## src/rtl/pattern_detect_ctrl_pkg.sv

```systemverilog
// Shared types and constants for the programmable serial pattern detector.
// The reset configuration is the classic non-overlapping "two 1s" detector.
package pattern_detect_pkg;

  typedef enum logic [1:0] {
    IDLE = 2'd0,
    RUN  = 2'd1,
    DONE = 2'd2
  } state_t;

  localparam int   RST_PATTERN = 32'd3;
  localparam int   RST_LEN     = 32'd2;
  localparam logic RST_OVERLAP = 1'b0;
  localparam int   RST_TARGET  = 32'd1;

  // Width needed to hold a pattern length in the range 0..pat_w
  function automatic int calc_len_w(input int pat_w);
    return $clog2(pat_w + 32'd1);
  endfunction

endpackage

```

## src/rtl/pattern_detect_ctrl_if.sv

```systemverilog
// Host control/status and serial bitstream bundle for pattern_detect_ctrl.
interface pattern_detect_ctrl_if
  import pattern_detect_pkg::*;
#(
  parameter int PAT_W = 8,
  parameter int CNT_W = 8,
  parameter int LEN_W = calc_len_w(PAT_W)
) ();

  logic             cfg_we;
  logic [PAT_W-1:0] cfg_pattern;
  logic [LEN_W-1:0] cfg_len;
  logic             cfg_overlap;
  logic [CNT_W-1:0] cfg_target;
  logic             start;
  logic             abort;
  logic             x_valid;
  logic             x;
  logic             z;
  logic             busy;
  logic             done;
  logic [CNT_W-1:0] match_cnt;
  logic             err;

  modport master (
    output cfg_we, cfg_pattern, cfg_len, cfg_overlap, cfg_target,
    output start, abort, x_valid, x,
    input  z, busy, done, match_cnt, err
  );

  modport slave (
    input  cfg_we, cfg_pattern, cfg_len, cfg_overlap, cfg_target,
    input  start, abort, x_valid, x,
    output z, busy, done, match_cnt, err
  );

endinterface

```

## src/rtl/pattern_detect_ctrl_window_match.sv

```systemverilog
// Bit history window with fill tracking; flags when the newest len bits,
// including the incoming bit, equal the low len bits of the pattern.
module pattern_window_match
  import pattern_detect_pkg::*;
#(
  parameter int PAT_W = 8,
  parameter int LEN_W = calc_len_w(PAT_W)
) (
  input  logic             clk,
  input  logic             rst,
  input  logic             shift_en,
  input  logic             clr,
  input  logic [LEN_W-1:0] len,
  input  logic [PAT_W-1:0] pattern,
  input  logic             x,
  output logic             hit
);

  logic [PAT_W-2:0] history_r;
  logic [LEN_W-1:0] fill_r;
  logic [PAT_W-1:0] cand_s;
  logic [PAT_W-1:0] mask_s;
  logic [LEN_W-1:0] len_m1_s;

  // Candidate window and masked compare against the pattern
  always_comb begin
    cand_s   = {history_r, x};
    len_m1_s = len - LEN_W'(1);
    mask_s   = {PAT_W{1'b0}};
    for (int i = 0; i < PAT_W; i++) begin
      mask_s[i] = (i < int'(len));
    end
    hit = (fill_r >= len_m1_s) && (((cand_s ^ pattern) & mask_s) == {PAT_W{1'b0}});
  end

  // History shift and saturating fill count; clearing fill alone would do,
  // but clearing history too keeps stale bits out of debug views
  always_ff @(posedge clk) begin
    if (!rst) begin
      history_r <= {(PAT_W-1){1'b0}};
      fill_r    <= {LEN_W{1'b0}};
    end else if (clr) begin
      history_r <= {(PAT_W-1){1'b0}};
      fill_r    <= {LEN_W{1'b0}};
    end else if (shift_en) begin
      history_r <= cand_s[PAT_W-2:0];
      fill_r    <= (fill_r == LEN_W'(PAT_W)) ? fill_r : fill_r + LEN_W'(1);
    end else begin
      history_r <= history_r;
      fill_r    <= fill_r;
    end
  end

endmodule

```

## src/rtl/pattern_detect_ctrl.sv

```systemverilog
// Run controller for the programmable serial pattern detector: configuration
// registers, IDLE/RUN/DONE sequencing and the match counter.
module pattern_detect_ctrl
  import pattern_detect_pkg::*;
#(
  parameter int PAT_W = 8,
  parameter int CNT_W = 8,
  parameter int LEN_W = calc_len_w(PAT_W)
) (
  input logic                 clk,
  input logic                 rst,
  pattern_detect_ctrl_if.slave bus
);

  state_t           state_r;
  logic [PAT_W-1:0] pattern_r;
  logic [LEN_W-1:0] len_r;
  logic             overlap_r;
  logic [CNT_W-1:0] target_r;
  logic [CNT_W-1:0] match_cnt_r;
  logic             busy_r;
  logic             done_r;
  logic             err_r;

  logic             cfg_open_s;
  logic [LEN_W-1:0] eff_len_s;
  logic [CNT_W-1:0] eff_target_s;
  logic             legal_s;
  logic             shift_en_s;
  logic             win_hit_s;
  logic             hit_s;
  logic             launch_s;
  logic             clr_s;
  logic [CNT_W-1:0] cnt_inc_s;

  // Legality uses a same-cycle config write so cfg_we+start launches with it
  always_comb begin
    cfg_open_s = (state_r == IDLE) || (state_r == DONE);
    if (cfg_open_s && bus.cfg_we) begin
      eff_len_s    = bus.cfg_len;
      eff_target_s = bus.cfg_target;
    end else begin
      eff_len_s    = len_r;
      eff_target_s = target_r;
    end
    legal_s    = (eff_len_s != {LEN_W{1'b0}}) && (eff_len_s <= LEN_W'(PAT_W)) &&
                 (eff_target_s != {CNT_W{1'b0}});
    shift_en_s = (state_r == RUN) && bus.x_valid && !bus.abort;
    hit_s      = shift_en_s && win_hit_s;
    launch_s   = cfg_open_s && bus.start && legal_s;
    clr_s      = launch_s || (hit_s && !overlap_r);
    cnt_inc_s  = match_cnt_r + CNT_W'(1);
  end

  pattern_window_match #(
    .PAT_W (PAT_W),
    .LEN_W (LEN_W)
  ) u_window (
    .clk      (clk),
    .rst      (rst),
    .shift_en (shift_en_s),
    .clr      (clr_s),
    .len      (len_r),
    .pattern  (pattern_r),
    .x        (bus.x),
    .hit      (win_hit_s)
  );

  // Run FSM, configuration registers and match counter
  always_ff @(posedge clk) begin
    if (!rst) begin
      state_r     <= IDLE;
      pattern_r   <= PAT_W'(RST_PATTERN);
      len_r       <= LEN_W'(RST_LEN);
      overlap_r   <= RST_OVERLAP;
      target_r    <= CNT_W'(RST_TARGET);
      match_cnt_r <= {CNT_W{1'b0}};
      busy_r      <= 1'b0;
      done_r      <= 1'b0;
      err_r       <= 1'b0;
    end else begin
      case (state_r)
        IDLE, DONE: begin
          if (bus.cfg_we) begin
            pattern_r <= bus.cfg_pattern;
            len_r     <= bus.cfg_len;
            overlap_r <= bus.cfg_overlap;
            target_r  <= bus.cfg_target;
          end
          if (bus.start) begin
            if (legal_s) begin
              err_r       <= 1'b0;
              done_r      <= 1'b0;
              match_cnt_r <= {CNT_W{1'b0}};
              busy_r      <= 1'b1;
              state_r     <= RUN;
            end else begin
              err_r   <= 1'b1;
              done_r  <= 1'b0;
              state_r <= IDLE;
            end
          end
        end
        RUN: begin
          if (bus.abort) begin
            state_r <= IDLE;
            busy_r  <= 1'b0;
          end else if (hit_s) begin
            match_cnt_r <= cnt_inc_s;
            // Ending here also guarantees the counter never wraps
            if (cnt_inc_s == target_r) begin
              state_r <= DONE;
              busy_r  <= 1'b0;
              done_r  <= 1'b1;
            end
          end
        end
        default: begin
          state_r <= IDLE;
          busy_r  <= 1'b0;
          done_r  <= 1'b0;
        end
      endcase
    end
  end

  assign bus.z         = hit_s && rst;
  assign bus.busy      = busy_r;
  assign bus.done      = done_r;
  assign bus.match_cnt = match_cnt_r;
  assign bus.err       = err_r;

endmodule

```

## src/flat_wrapper.sv

```systemverilog
// flat-port wrapper written by rule: the top's interface ports become plain ports
module pattern_detect_ctrl_flat import pattern_detect_pkg::*;
#(
  parameter int PAT_W = 8,
  parameter int CNT_W = 8,
  parameter int LEN_W = calc_len_w(PAT_W)
)
  (clk, rst, bus_cfg_we, bus_cfg_pattern, bus_cfg_len, bus_cfg_overlap, bus_cfg_target, bus_start, bus_abort, bus_x_valid, bus_x, bus_z, bus_busy, bus_done, bus_match_cnt, bus_err);
  pattern_detect_ctrl_if #(.PAT_W(PAT_W), .CNT_W(CNT_W), .LEN_W(LEN_W)) bus_i ();
  input logic clk;
  input logic rst;
  input wire logic [$bits(bus_i.cfg_we)-1:0] bus_cfg_we;
  input wire logic [$bits(bus_i.cfg_pattern)-1:0] bus_cfg_pattern;
  input wire logic [$bits(bus_i.cfg_len)-1:0] bus_cfg_len;
  input wire logic [$bits(bus_i.cfg_overlap)-1:0] bus_cfg_overlap;
  input wire logic [$bits(bus_i.cfg_target)-1:0] bus_cfg_target;
  input wire logic [$bits(bus_i.start)-1:0] bus_start;
  input wire logic [$bits(bus_i.abort)-1:0] bus_abort;
  input wire logic [$bits(bus_i.x_valid)-1:0] bus_x_valid;
  input wire logic [$bits(bus_i.x)-1:0] bus_x;
  output wire logic [$bits(bus_i.z)-1:0] bus_z;
  output wire logic [$bits(bus_i.busy)-1:0] bus_busy;
  output wire logic [$bits(bus_i.done)-1:0] bus_done;
  output wire logic [$bits(bus_i.match_cnt)-1:0] bus_match_cnt;
  output wire logic [$bits(bus_i.err)-1:0] bus_err;
  assign bus_i.cfg_we = bus_cfg_we;
  assign bus_i.cfg_pattern = bus_cfg_pattern;
  assign bus_i.cfg_len = bus_cfg_len;
  assign bus_i.cfg_overlap = bus_cfg_overlap;
  assign bus_i.cfg_target = bus_cfg_target;
  assign bus_i.start = bus_start;
  assign bus_i.abort = bus_abort;
  assign bus_i.x_valid = bus_x_valid;
  assign bus_i.x = bus_x;
  assign bus_z = bus_i.z;
  assign bus_busy = bus_i.busy;
  assign bus_done = bus_i.done;
  assign bus_match_cnt = bus_i.match_cnt;
  assign bus_err = bus_i.err;
  pattern_detect_ctrl #(.PAT_W(PAT_W), .CNT_W(CNT_W), .LEN_W(LEN_W)) u_core (.clk(clk), .rst(rst), .bus(bus_i));
endmodule
```

## config.mk

```make
export PLATFORM = sky130hd
export DESIGN_NAME = pattern_detect_ctrl_flat
export DESIGN_NICKNAME = d
export VERILOG_FILES = /design/src/rtl/pattern_detect_ctrl_pkg.sv /design/src/rtl/pattern_detect_ctrl_if.sv /design/src/rtl/pattern_detect_ctrl_window_match.sv /design/src/rtl/pattern_detect_ctrl.sv /design/src/flat_wrapper.sv
export SDC_FILE = /design/constraint.sdc
export NUM_CORES = 1
export LEC_CHECK = 0
export ABC_AREA = 1
export BUFFER_PORTS_ARGS = -buffer_cell sky130_fd_sc_hd__buf_2
export CORE_MARGIN = 2
export CORE_UTILIZATION = 35
export DETAILED_ROUTE_END_ITERATION = 10
export PLACE_DENSITY_LB_ADDON = 0.08
export SKIP_LAST_GASP = 1
export SLEW_MARGIN = 20
export SYNTH_ARGS = -nofsm -noshare
export SYNTH_HDL_FRONTEND = slang
export SYNTH_SLANG_ARGS = --single-unit
```

## constraint.sdc

```tcl
create_clock -name clk -period 2.85 [get_ports clk]
set_input_delay 0.285 -clock clk [delete_from_list [all_inputs] [get_ports clk]]
set_output_delay 0.285 -clock clk [all_outputs]
set_load 0.01 [all_outputs]
```

# After elaboration in Yosys (flattened, before gate mapping)
# Cells that the tools add are included.
[word_totals]
wordCells = 93
output_inout_bits = 12
ff_bits = 45
[op_classes]
eq_ne = 11
order_cmp = 10
n_reduce_logical = 29
addsub = 3
mux = 25
n_bitwise = 4
[ops]
columns = ["cell", "n"]
rows = [
  ["two-way mux 8 bit", 5],
  ["< comparator 3 x 4 -> 1 bit, first input constant", 4],
  ["case mux 8 bit (2 select lines)", 1],
  ["logical AND 1 bit", 11],
  ["two-way mux 1 bit", 11],
  ["adder 8 x 1 -> 8 bit, second input constant", 1],
  ["AND 8 bit", 1],
  ["== test 8 bit", 1],
  ["zero test 8 bit", 1],
  ["< comparator 1 x 4 -> 1 bit, first input constant", 2],
  ["< comparator 2 x 4 -> 1 bit, first input constant", 2],
  ["two-way mux 2 bit", 4],
  ["AND reduction 4 bit", 2],
  ["nonzero test 8 bit", 1],
  ["bitwise XOR 8 bit", 1],
  ["!= test 2 bit, second input constant", 3],
  ["AND reduction 2 bit", 3],
  ["AND reduction 5 bit", 1],
  ["adder 4 x 1 -> 4 bit, second input constant", 1],
  ["== test 4 bit, second input constant", 1],
  ["greater-or-equal comparator 4 bit", 1],
  ["<= comparator 4 bit, second input constant", 1],
  ["two-way mux 4 bit", 1],
  ["!= test 2 x 1 -> 1 bit, second input constant", 2],
  ["other kinds (15)", 20],
]

# Depth between registers and ports, before layout
# Gate-level depths: netlist of run 1.
[logic_depth]
word_depth = 10
mapped_depth = 15
mapped_depth_nobuf = 14

# Hierarchy
# Synthesis of run 1 repeated with hierarchy kept, for this count alone.
[hier_totals]
cells_unflattened = 415
area_unflattened_um2 = 2657.5
[by_module_without_submodules]
columns = ["mod", "area_each_um2", "instances", "cells_per_inst", "seq_area_each_um2"]
rows = [
  ["pattern_detect_ctrl", 1806.7, 1, 272, 680.7],
  ["pattern_window_match", 850.8, 1, 143, 220.2],
]

# Worst setup path before layout of run 1
# OpenSTA, ideal clock, no wires.
[synth_path]
path_kind = "reg2reg"
start = "register u_core.len_r[0]"
end = "register u_core.match_cnt_r[6] (netlist: u_core.bus.match_cnt[6])"
path_stages_with_launch = 16
setup_ps = 117
arrival_time_ps = 1907
path_buffers = 1
slack_ps = 826
cell_sequence = "dfxtp_1 inv_1 ha_1 ha_1 inv_1 o21bai_1 nand3_1 nand3_1 nand2_1 nor2_2 inv_2 nand2_4 nand2_4 buf_6 o21ai_1 a21oi_1"
[synth_via]
elab_chain_cells = 7
word_cells_on_any_way = 22
[synth_lines]
columns = ["item", "line", "rtl"]
rows = [
  ["start, declared", "pattern_detect_ctrl.sv:17", "logic [LEN_W-1:0] len_r;"],
  ["start signal, assigned", "pattern_detect_ctrl.sv:74", "len_r <= LEN_W'(RST_LEN);"],
  ["start signal, assigned", "pattern_detect_ctrl.sv:86", "len_r <= bus.cfg_len;"],
  ["parallel branches: the longest is 6 deep, another holds subtractor 4 x 1 -> 4 bit", "--", ""],
  ["AND reduction 5 bit (no source line) (*)", "--", ""],
  ["end signal, assigned", "pattern_detect_ctrl.sv:77", "match_cnt_r <= {CNT_W{1'b0}};"],
  ["end signal, assigned", "pattern_detect_ctrl.sv:94", "match_cnt_r <= {CNT_W{1'b0}};"],
  ["end signal, assigned", "pattern_detect_ctrl.sv:109", "match_cnt_r <= cnt_inc_s;"],
  ["end, declared", "pattern_detect_ctrl.sv:20", "logic [CNT_W-1:0] match_cnt_r;"],
]
# Mark *: on every way between the ends.
# A chain may end at the register's enable or synchronous reset.

# Worst setup path after layout of run 1
[layout_path]
start = "register u_core.len_r[0]"
end = "output port bus_z"
[layout_via]
elab_chain_cells = 6
word_cells_on_any_way = 15
[layout_lines]
columns = ["item", "line", "rtl"]
rows = [
  ["parallel branches: the longest is 3 deep, another holds subtractor 4 x 1 -> 4 bit", "--", ""],
  ["logical AND 1 bit (*)", "pattern_detect_ctrl_window_match.sv:33", "hit = (fill_r >= len_m1_s) && (((cand_s ^ pattern) & mask_s) == {PAT_W{1'b0}});"],
  ["logical AND 1 bit (*)", "pattern_detect_ctrl.sv:49", "hit_s = shift_en_s && win_hit_s;"],
  ["logical AND 1 bit (*)", "pattern_detect_ctrl.sv:127", "assign bus.z = hit_s && rst;"],
  ["end, declared", "flat_wrapper.sv:21", "output wire logic [$bits(bus_i.z)-1:0] bus_z;"],
]
# Marks and branches as above.

==> flow_results.org, run 1 <==
** Critical path
- Top Family by Delay on Critical Path :: adder cells
- Critical path arrival :: 2.24 ns
- Setup crit end kind :: output port
- Walking the worst path, the cells encountered are inv_1, ha_1, ha_1, inv_1, o21bai_1, nand3_1, nand3_1, nand2_1, nor2_2, inv_2, nor2_1, buf_2.
- Of all nets on the critical path, the largest fanout is 4.
- Crit start category :: flop
- The critical path runs through a total of 12 cells.
- Highest-delay cell along the critical path :: dfxtp_1
- The largest single stage delay on the critical path is 0.36 ns.
- The setup path with the least slack is of type reg -> out.
- Worst R2R Path Depth :: 12
- For the worst setup path, the data required time is 2.57 ns.
- The critical path contains buffers and inverters numbering 4 combined.

** Floorplanning
- Die width :: 91.4 um
- Row Count :: 31
- The floorplan step defined a core boundary enclosing 7330 um2.
- During I/O placement, the number of pins put on the boundary was 40.
- DIE HEIGHT :: 91.4 um
- Initial Util :: 36.5%
- DIE AREA :: 8350 um2

** Timing
- Relative slew slack :: 64.6%
- Portion of the clock cycle consumed by the worst path in the final layout :: 88.6%
- Setup violations remaining at the end of the flow were counted as 0.
- The routed design could run at a clock period as short as 2.52 ns.
- Final hold violations :: 0
- On the final layout, the worst clock skew is 0.0134 ns.
- Least-Margin Pin Slew :: 0.530 ns
- Setup repair after global routing left no endpoint under its margin.
- Highest attainable clock frequency :: 396 MHz
- The number of slew-limit violations in the final report is 0.
- Setup_tns :: 0 ns
- Worst hold slack across all endpoints :: 0.199 ns

** GRT
- After global routing the overflow that remains totals 0.
- Antenna violations before repair :: 0
- Pin count of the biggest net entering global routing :: 26
- The via count of the first global-routing pass was 2333.
- Overall global routing resource usage :: 16.7%
- Global-route wire length before repair :: 11300 um

** Synthesis
- Summing the sequential cell areas from Yosys gives 33.7% of the chip area.
- The synthesized netlist occupies a cell area of 2670 um2.
- Synthesis instantiated 32 different standard cells from the library.
- After synthesis, the largest area contributor takes up 33.7% of total cell area.
- After synthesis, the cell types taking the most area are dfxtp_1 34%, nand2_1 17%, a21oi_1 6.9%, inv_1 6.9%, nand3_1 6.0%.
- The Yosys step of the flow raised 0 warnings.
- Synthesis produced 400 cells.
- The biggest area contributor in the post-synthesis netlist is dfxtp_1.
- FF+latch count, synth :: 45
- When the netlist entered floorplanning its net count stood at 438.
- Synthesized area per cell :: 6.68 um2

** Power and ir drop
- Power density normalized to cell area :: 509 nW/um2
- The share of total power dissipated in combinational logic is 26.0%.
- The analysis attributes to net switching a power of 547 uW.
- Clock power share :: 26.9%
- For this design the static power due to leakage is 1.45 nW.
- Fraction of power spent switching nets :: 35.4%
- The worst-case IR drop observed on VDD is 0.000169 V.
- The internal power of the cells totals 1000 uW.
- Per report_power, the sequential group accounts for 47.1% of the total.

** CTS
- Clock H-tree levels :: 2
- Clock Tree Root :: clkbuf_8
- CTS tree :: built
- After clock tree synthesis, the setup repair step added 0 buffers.
- Clock transition at the register clock pins on the worst setup and hold paths after CTS :: 0.10 ns
- Clock insertion delay at the later pin of the skew report :: 0.30 ns
- CTS Buffer Depth :: 2
- Once the clock tree was built, the resizer swapped 0 gates to a different size.
- Counting every sink on the clock net gives 45.
- Buffers inserted during clock tree synthesis total 5.
- CTS hold repair buffers :: 0

** Route
- After detailed routing, the number of remaining DRC violations is 0.
- For this block, the initial DRC count from the detailed router was 92.
- The first detailed-routing pass ran for 4 iterations.
- Vias after detailed routing :: 2513
- After detailed routing, the number of vias per cell comes to 4.65.
- In the final routed layout, each cell accounts on average for 12.5 um.
- Post-detailed-route count of antenna-violating nets :: 0
- The final layout contains routed wiring with a total length of 6750 um.

** Final layout
- Antenna diode count :: 0
- Relative to the synthesized area, the layout overhead comes to 13.8%.
- Leaving out fill and tap cells, the most frequent cell in the layout is nand2_1.
- NumNets Final :: 478
- Commonest cells after routing, fill and taps aside :: 119 x nand2_1, 49 x inv_1, 45 x dfxtp_1, 39 x nor2_1, 39 x buf_2
- In the final layout, the share of cells above drive strength 1 is 16.6%.

** Worst hold path
- Cell count of the worst hold path :: 3
- Worst min-delay path category :: in -> reg

** Place
- Input and output buffers added on the ports amount to 39.
- Routability-driven placement finished with a final weighted congestion of 0.835.
- DPL Wire Length :: 5120 um

** Run
- Max-cap violations in this run came to 0.

** Outcome
- Result of the run :: finished clean
## cell type report
| type | count | area, um2 |
|---|---|---|
| Sequential cell | 45 | 901 |
| Timing Repair Buffer | 41 | 210 |
| Fill cell | 817 | 4290 |
| Tap cell | 99 | 124 |
| Clock inverter | 3 | 21.3 |
| Multi-Input combinational cell | 294 | 1510 |
| Inverter | 53 | 201 |
| Clock buffer | 5 | 68.8 |
## cell usage after synthesis, drive strengths merged
master and instances:
nand3 33, a21boi 1, xor2 4, a21oi 38, nand4 4, nand2 129, nand3b 1, o21ai 20
xnor2 3, o21bai 2, nor2 44, ha 10, a31oi 1, dfxtp 45, o211ai 3, o211a 1
inv 53, buf 4, clkbuf 4
## worst reg2reg max path, delay by kind of cell, from the launching register on
kind	cells	cell delay, ns
flops	1	0.36
fa+ha+maj	2	0.60
buf+inv	3	0.22
compound gates	3	0.65
simple gates	4	0.35
## cells by family (layout without fill, tap and decap cells)
logic type	Yosys count	count (layout)	synth area share, %
AOI/OAI and AO/OA	66	66	14.2
xor gates and xnor gates	7	7	2.29
adders and majority gates	10	10	4.68
buffers and inverters	61	102	9.64
DFF	45	45	33.7
and+or+nand+nor	211	211	35.5
## state kept, by name, indices dropped and copies added (netlist names)
signal                     cells
u_core.bus.done                1
u_core.state_r                 2
u_core.u_window.fill_r         4
u_core.bus.busy                1
u_core.u_window.history_r      7
u_core.target_r                8
u_core.bus.match_cnt           8
u_core.bus.err                 1
u_core.len_r                   4
u_core.pattern_r               8
u_core.overlap_r               1
## per-layer routing
layer / track usage, % / wire length, um / vias to the layer above
met5: 0 / 0 / -
met4: 3.28 / 42 / 0
met3: 3.32 / 272 / 4
met2: 26.3 / 2950 / 45
met1: 23.6 / 3490 / 1114
li1: - / - / 1350
## per-stage QoR
step / cell area, um2 / setup WS [ns] / utilization, % / cells / total power, mW
5_1_grt: 3040 / 0.183 / 41.5 / 540 / 1.67
6_report: 3040 / 0.326 / 41.5 / 540 / 1.55
4_1_cts: 3040 / 0.302 / 41.5 / 540 / 1.58
3_5_place_dp: 2950 / 0.501 / 40.2 / 532 / 1.15
3_3_place_gp: 2950 / 0.591 / 40.2 / 532 / 1.15
2_1_floorplan: 2670 / 0.826 / - / 400 / 1.04
## worst paths after layout
kind,start,end,slack [ns]
max,u_core.len_r[0],bus_z,0.33
min,bus_cfg_target[0],u_core.target_r[0],0.20
max reg2reg,u_core.len_r[0],u_core.u_window.fill_r[2],0.56
min reg2reg,u_core.bus.busy,u_core.bus.busy,0.47
## power by group through the flow
stage	combinational, mW	sequential (mW)	clock [mW]
after global routing	0.460	0.738	0.468
after global placement	0.405	0.744	0
after detailed placement	0.405	0.743	0
after floorplan	0.296	0.741	0
final	0.402	0.729	0.416
after CTS	0.407	0.729	0.441
(Power assumes the default switching activity.)
==> run 2, diff against run 1 <==
Settings changed: REMOVE_ABC_BUFFERS set to 1.
==> run 2 against run 1 <==
Effect of this change:
- critical path depth is the same
- non-clock buffer count stayed put
- combinational power is essentially flat
- clock skew fell by 0.0014 ns
==> flow_results.org, run 2 (same netlist as run 1, synthesis figures left out) <==
** GRT
- Grt met1 use :: 23.9%
- Global-route wire length before repair :: 11000 um
- Entering global routing, the biggest net connects 26 pins.
- For this run, global-route usage on met3 was measured as 3.15%.
- Met2 usage :: 24.5%
- Antenna violations before repair :: 0
- The via count of the first global-routing pass is 2292.
- Global routing used 16.5% of the available tracks across all layers.
- Most used routing layer in global routing :: met2
- Total gr overflow :: 0

** Floorplanning
- Measured along the x axis, the die boundary spans 91.4 um.
- Initial Util :: 36.5%
- The die covers 8350 um2.
- # IOs :: 40
- Core box area :: 7330 um2
- From bottom edge to top edge, the die measures 91.4 um.
- Row Count :: 31

** Final layout
- From synthesis to final layout, the design area changed by 13.6%.
- Of the cells placed in the final design, the portion with a size suffix greater than 1 is 16.6%.
- Leaving out fill and tap cells, the most frequent cell in the layout is nand2_1.
- At the end of the flow, the number of nets in the layout was 478.
- After filler insertion, the fill cell instance count of the layout stands at 802.
- Cells fill 41.4% of the core in the end.
- The repair_antennas step left the layout with diodes totalling 0.
- Commonest cells after routing, fill and taps aside :: 119 x nand2_1, 49 x inv_1, 45 x dfxtp_1, 39 x nor2_1, 39 x buf_2

** Timing
- The routed design could run at a clock period as short as 2.45 ns.
- The number of slew-limit violations in the final report was 0.
- Least-Margin Pin Slew :: 0.555 ns
- Setup violations remaining at the end of the flow were counted as 0.
- Final hold violations :: 0
- Setup_tns :: 0 ns
- The worst pin sits at a relative slew slack of 62.9%.
- Final setup skew :: 0.0119 ns
- Highest attainable clock frequency :: 407 MHz
- RSZ-0062 raised after global routing :: no
- The worst path uses 86.1% of the clock period.

** Place
- During placement, the flow inserted port buffers numbering 39.
- Routability-driven placement finished with a final weighted congestion of 0.791.
- DPL Wire Length :: 5010 um

** Critical path
- The worst setup path is of the reg -> out kind.
- Highest-delay cell along the critical path :: dfxtp_1
- Walking the worst path, the cells encountered are inv_1, ha_1, ha_1, inv_1, o21bai_1, nand3_1, nand3_1, nand2_1, nor2_2, inv_2, nor2_1, buf_2.
- In this run the register-to-register setup slack is 0.52 ns.
- Setup crit end kind :: output port
- Top Family by Delay on Critical Path :: adder cells
- In this design, the stage delay of the slowest critical-path cell is 0.37 ns.
- Reg2reg end :: u_core.u_window.history_r[6]
- R2r startpoint :: u_core.len_r[0]
- Critical path arrival :: 2.17 ns
- Largest fanout of any net on the critical path :: 4
- Worst R2R Path Depth :: 12
- STA classifies the critical path startpoint as a flop.
- WP data required :: 2.57 ns
- Crit path buffers/inverters :: 4

** Power and ir drop
- Clock power share :: 26.1%
- Summed over all cells, the static leakage comes to 1.45 nW.
- Of the total power, the share spent switching nets is 35.0%.
- Cell internal power was estimated by the tool at 994 uW.
- Combinational power share :: 26.4%
- Maximum ir drop on the vdd rail :: 0.000180 V
- Power density normalized to cell area :: 503 nW/um2
- The design draws 1.53 mW.
- Net switching component of the power :: 535 uW
- Share of total power in sequential cells :: 47.6%

** Route
- In the routed design, unresolved DRC markers number 0.
- In the routed layout, each cell is associated on average with a via count of 4.73.
- The detail route stage leaves a number of antenna-violating nets equal to 0.
- For this block, the routed nets add up to 6580 um of wire.
- For this block, the initial DRC count from the detailed router was 73.
- Average routed wire per standard cell :: 12.2 um
- Vias after detailed routing :: 2555
- For this run, the detailed router's first-pass iteration total came to 4.

** Worst hold path
- Worst hold path startpoint :: bus_cfg_pattern[1]
- Cell count of the worst hold path :: 3
- The path with the worst hold slack has its endpoint at u_core.pattern_r[1].
- Worst min-delay path category :: in -> reg

** CTS
- Clock tree synthesis found a total of 45 sinks.
- CTS Buffer Depth :: 2
- The H-tree generated during clock tree synthesis spans 2 levels.
- After clock tree synthesis, the setup repair step added 0 buffers.
- TritonCTS built the clock tree.
- The clock reaches the later pin of the worst-skew pair after 0.31 ns.
- Clock tree synthesis selected as its root buffer the cell clkbuf_8.
- After clock tree synthesis, the flow added hold-fix buffers numbering 0.
- Clock transition at the register clock pins on the worst setup and hold paths after CTS :: 0.09 ns
- The number of gates resized after CTS was 0.
- Clock buffer count from CTS :: 5

** Outcome
- Result of the run :: finished clean

** Run
- Across the run, the number of max-cap violations was 0.
[run 2: changes by cell type in the layout (fill, tap and decap cells not counted), sizes merged]
| cell | previous run | this run |
|---|---|---|
| inv | 54 | 53 |
| clkinv | 1 | 2 |
[run 2: layer usage]
layer  vias to the layer above  wire length, um
met5                         -                0
met2                        56             2820
met3                         6              298
met4                         0               76
met1                      1137             3380
li1                       1356                -
[run 2: worst max path at each step]
| stage | start | endpoint | slack [ns] | cells past startpoint |
|---|---|---|---|---|
| after detailed placement | u_core.len_r[0] | u_core.u_window.history_r[6] | 0.51 | 12 |
| after CTS | u_core.len_r[0] | bus_z | 0.36 | 12 |
| after global placement | u_core.len_r[0] | u_core.u_window.history_r[4] | 0.56 | 12 |
| after floorplan | u_core.len_r[0] | u_core.u_window.fill_r[0] | 0.84 | 12 |
| after global routing | u_core.len_r[0] | bus_z | 0.13 | 12 |
| final | u_core.len_r[0] | bus_z | 0.40 | 12 |
[run 2: final cells by class]
| type | instances | area, um2 | area share (%) |
|---|---|---|---|
| multi-input combinational | 294 | 1510 | 49.9 |
| sequential | 45 | 901 | 29.7 |
| timing repair buffer | 41 | 210 | 6.92 |
| inverter | 53 | 201 | 6.63 |
| tap | 99 | 124 | 4.08 |
| clock buffer | 5 | 68.8 | 2.27 |
| clock inverter | 3 | 17.5 | 0.577 |
[run 2: power groups by stage]
stage	Sequential [mW]	Combinational, mW	Clock, mW
after global routing	0.735	0.462	0.434
after detailed placement	0.742	0.406	0
final	0.727	0.403	0.399
after floorplan	0.741	0.277	0
after global placement	0.741	0.404	0
after CTS	0.727	0.407	0.419
[run 2: stage by stage]
stage / hold WS (ns) / instance area [um2] / setup slack (ns) / std cells
6_report: 0.191 / 3040 / 0.395 / 540
5_1_grt: 0.199 / 3040 / 0.129 / 540
4_1_cts: 0.180 / 3040 / 0.364 / 540
3_5_place_dp: 0.455 / 2950 / 0.510 / 532
3_3_place_gp: 0.452 / 2950 / 0.562 / 532
2_1_floorplan: 0.354 / 2620 / 0.836 / 392
[run 2: tightest hold or removal path, stage by stage]
cell,delay [ns]
buf_2,0.08
nand2_1,0.04
o211ai_1,0.07
==> run 3, diff against run 2 <==
--- a/config.mk
+++ b/config.mk
@@ -10,3 +10,3 @@
 export CORE_MARGIN = 2
-export CORE_UTILIZATION = 35
+export CORE_UTILIZATION = 57
 export DETAILED_ROUTE_END_ITERATION = 10
==> constraint.sdc (replaced) <==
create_clock -name clk -period 2.85 [get_ports clk]
set_input_delay 0.1425 -clock clk [delete_from_list [all_inputs] [get_ports clk]]
set_output_delay 0.1425 -clock clk [all_outputs]
set_load 0.01 [all_outputs]
==> run 3 against run 2 <==
Effect of this change:
- non-clock buffer count fell by 1
- setup slack better by 0.082 ns
- clock skew shrank 0.0078 ns
- highest routed layer unchanged
- largest cell class unchanged
- clock power grew 42%
- routed wire length shrank 12%
- die area fell by 37%
- cell count decreased by 8.9%
- utilization up 26 points
- hold slack lost 0.13 ns
==> flow_results.org, run 3 (same netlist as run 1, synthesis figures left out) <==
** Place
- During placement, the flow inserted port buffers numbering 39.
- Placement Cell Area :: 2880 um2
- At the end of routability-driven placement, the weighted congestion stood at 0.887.
- DPL Wire Length :: 4350 um

** GRT
- Grt met1 use :: 33.1%
- Most used routing layer in global routing :: met2
- The first global-routing pass estimated 10100 um of wire.
- Number of global-route vias before repair :: 2344
- Overall global routing resource usage :: 24.4%
- Met2 usage :: 39.2%
- For this run the aggregate overflow at the end of global routing stands at 0.
- Antenna violations before repair :: 0
- Entering global routing, the biggest net connects 26 pins.
- GR Util met3 :: 5.28%

** Timing
- Highest attainable clock frequency :: 421 MHz
- Min Tclk post-route :: 2.37 ns
- Pins Over Slew Limit :: 0
- Least-Margin Pin Slew :: 0.562 ns
- Setup violations remaining at the end of the flow were counted as 0.
- Final hold violations :: 0
- Relative slew slack :: 62.4%
- Portion of the clock cycle consumed by the worst path in the final layout :: 83.3%
- Setup repair after global routing left no endpoint under its margin.
- Setup_tns :: 0 ns
- Worst hold slack across all endpoints :: 0.0627 ns
- Final setup skew :: 0.00414 ns

** Final layout
- Non-Filler Cell Area, Final :: 3020 um2
- The top cell types in the final layout, fill and taps aside, are 119 x nand2_1, 49 x inv_1, 45 x dfxtp_1, 39 x nor2_1, 39 x buf_2.
- Antenna diode count :: 0
- Area growth from synthesis to layout :: 12.9%
- Leading cell type in the layout, fill and taps excluded :: nand2_1
- The net count of the finished layout is 477.
- Fraction of layout cells with a size suffix above 1 :: 16.4%

** CTS
- No sink is reached through more buffers than the 2 on the longest clock path.
- In this run the number of H-tree levels came out at 2.
- Clock buffer count from CTS :: 5
- Buffers added to address setup during post-CTS repair amount to 0.
- CTS hold repair buffers :: 0
- CTS tree :: built
- Cells resized by post-CTS repair :: 0
- Sink count of the clock tree :: 45
- Clock transition at the register clock pins on the worst setup and hold paths after CTS :: 0.08 ns
- CTS placed an instance of clkbuf_8 at the clock tree root.
- For the worst-skew pair, the clock arrives at the later sink with an insertion delay of 0.30 ns.

** Floorplanning
- DIE AREA :: 5250 um2
- Row Count :: 24
- Die width :: 72.5 um
- The floorplan step defined a core boundary enclosing 4440 um2.
- Initial Util :: 60.1%
- The floorplan step set the die height to 72.5 um.
- # IOs :: 40

** Critical path
- CP Depth :: 12
- WP data required :: 3.01 ns
- The worst register-to-register path begins at u_core.len_r[0].
- STA classifies the critical path endpoint as a flop.
- Counting cells, the worst reg-to-reg path comes to 12.
- Traced cell by cell, the critical path runs through inv_1, ha_1, ha_1, inv_1, o21bai_1, nand3_1, nand3_1, nand2_1, nor2_2, inv_2, o211ai_2, a21oi_1.
- Crit path largest cell delay :: 0.47 ns
- Top Family by Delay on Critical Path :: compound AO/OA/AOI/OAI gates
- Reg2reg end :: u_core.u_window.fill_r[0]
- Crit path buffers/inverters :: 3
- Highest-delay cell along the critical path :: o211ai_2
- WS Path Type :: reg -> reg
- Critical path arrival :: 2.53 ns
- STA classifies the critical path startpoint as a flop.
- For flop-to-flop paths, the worst setup slack is 0.48 ns.
- Along the worst path, the maximum fanout reaches 11.

** Route
- For this block, the initial DRC count from the detailed router was 175.
- The routed layout has 2525 vias.
- Post-detailed-route count of antenna-violating nets :: 0
- The pre-antenna-repair detailed-routing pass consisted of 4 iterations.
- After detailed routing, the number of remaining DRC violations is 0.
- After detailed routing, the average wire length per cell comes to 11.8 um.
- Via-per-instance ratio :: 5.13
- Wire length after detailed routing :: 5790 um

** Worst hold path
- Endpoint, Worst Hold :: u_core.pattern_r[0]
- The worst hold path belongs to the class in -> reg.
- Worst hold path startpoint :: bus_cfg_pattern[0]
- The worst hold path was traced through 3 stages.

** Outcome
- The run finished with clean final reports.

** Power and ir drop
- Maximum ir drop on the vdd rail :: 0.000335 V
- Power density normalized to cell area :: 560 nW/um2
- For this design the static power due to leakage is 1.47 nW.

** Run
- Max-cap violations in this run came to 0.
run 3: cell types whose count changed in the layout (fill, tap and decap cells not counted), sizes merged:
cell,change
buf,-1
bufinv,+2
clkinv,-1
clkinvlp,-1
run 3: area by class of cell:
cell class                      count  area [um2]
Clock inverter                      3        65.1
Multi-Input combinational cell    294        1510
Timing Repair Buffer               40         203
Inverter                           53         201
Fill cell                         419        1430
Clock buffer                        5        68.8
Sequential cell                    45         901
Tap cell                           52        65.1
run 3: worst reg2reg max path, stage by stage (launching register included):
cell and delay [ns]:
dfxtp_1 0.37, inv_1 0.10, ha_1 0.30, ha_1 0.29
inv_1 0.04, o21bai_1 0.11, nand3_1 0.10, nand3_1 0.09
nand2_1 0.07, nor2_2 0.14, inv_2 0.08, o211ai_2 0.47
a21oi_1 0.08
run 3: worst max path at each step:
stage                     from                      endpoint  slack (ns)
2_1_floorplan  u_core.len_r[0]     u_core.u_window.fill_r[0]        0.84
3_3_place_gp   u_core.len_r[0]  u_core.u_window.history_r[2]        0.62
3_5_place_dp   u_core.len_r[0]     u_core.u_window.fill_r[0]        0.51
4_1_cts        u_core.len_r[0]     u_core.u_window.fill_r[0]        0.49
5_1_grt        u_core.len_r[0]     u_core.u_window.fill_r[0]        0.29
6_report       u_core.len_r[0]     u_core.u_window.fill_r[0]        0.48
run 3: per-stage QoR:
step | power (mW) | setup WS [ns] | util (%) | std cells
after floorplan | 1.02 | 0.836 | - | 392
after global placement | 1.13 | 0.623 | 64.9 | 484
after detailed placement | 1.13 | 0.507 | 64.9 | 484
after CTS | 1.70 | 0.494 | 67.9 | 492
after global routing | 1.79 | 0.288 | 67.9 | 492
final | 1.69 | 0.477 | 67.9 | 492
run 3: routing by layer:
metal | vias up | routed length (um)
li1 | 1348 | -
met1 | 1087 | 2840
met2 | 80 | 2490
met3 | 10 | 388
met4 | 0 | 78
met5 | - | 0
run 3: power breakdown:
| part | internal [mW] | leakage, nW | switching, mW | total (mW) |
|---|---|---|---|---|
| Combinational | 0.145 | 1.03 | 0.250 | 0.395 |
| Sequential | 0.678 | 0.369 | 0.0478 | 0.726 |
| Clock | 0.348 | 0.0681 | 0.219 | 0.567 |
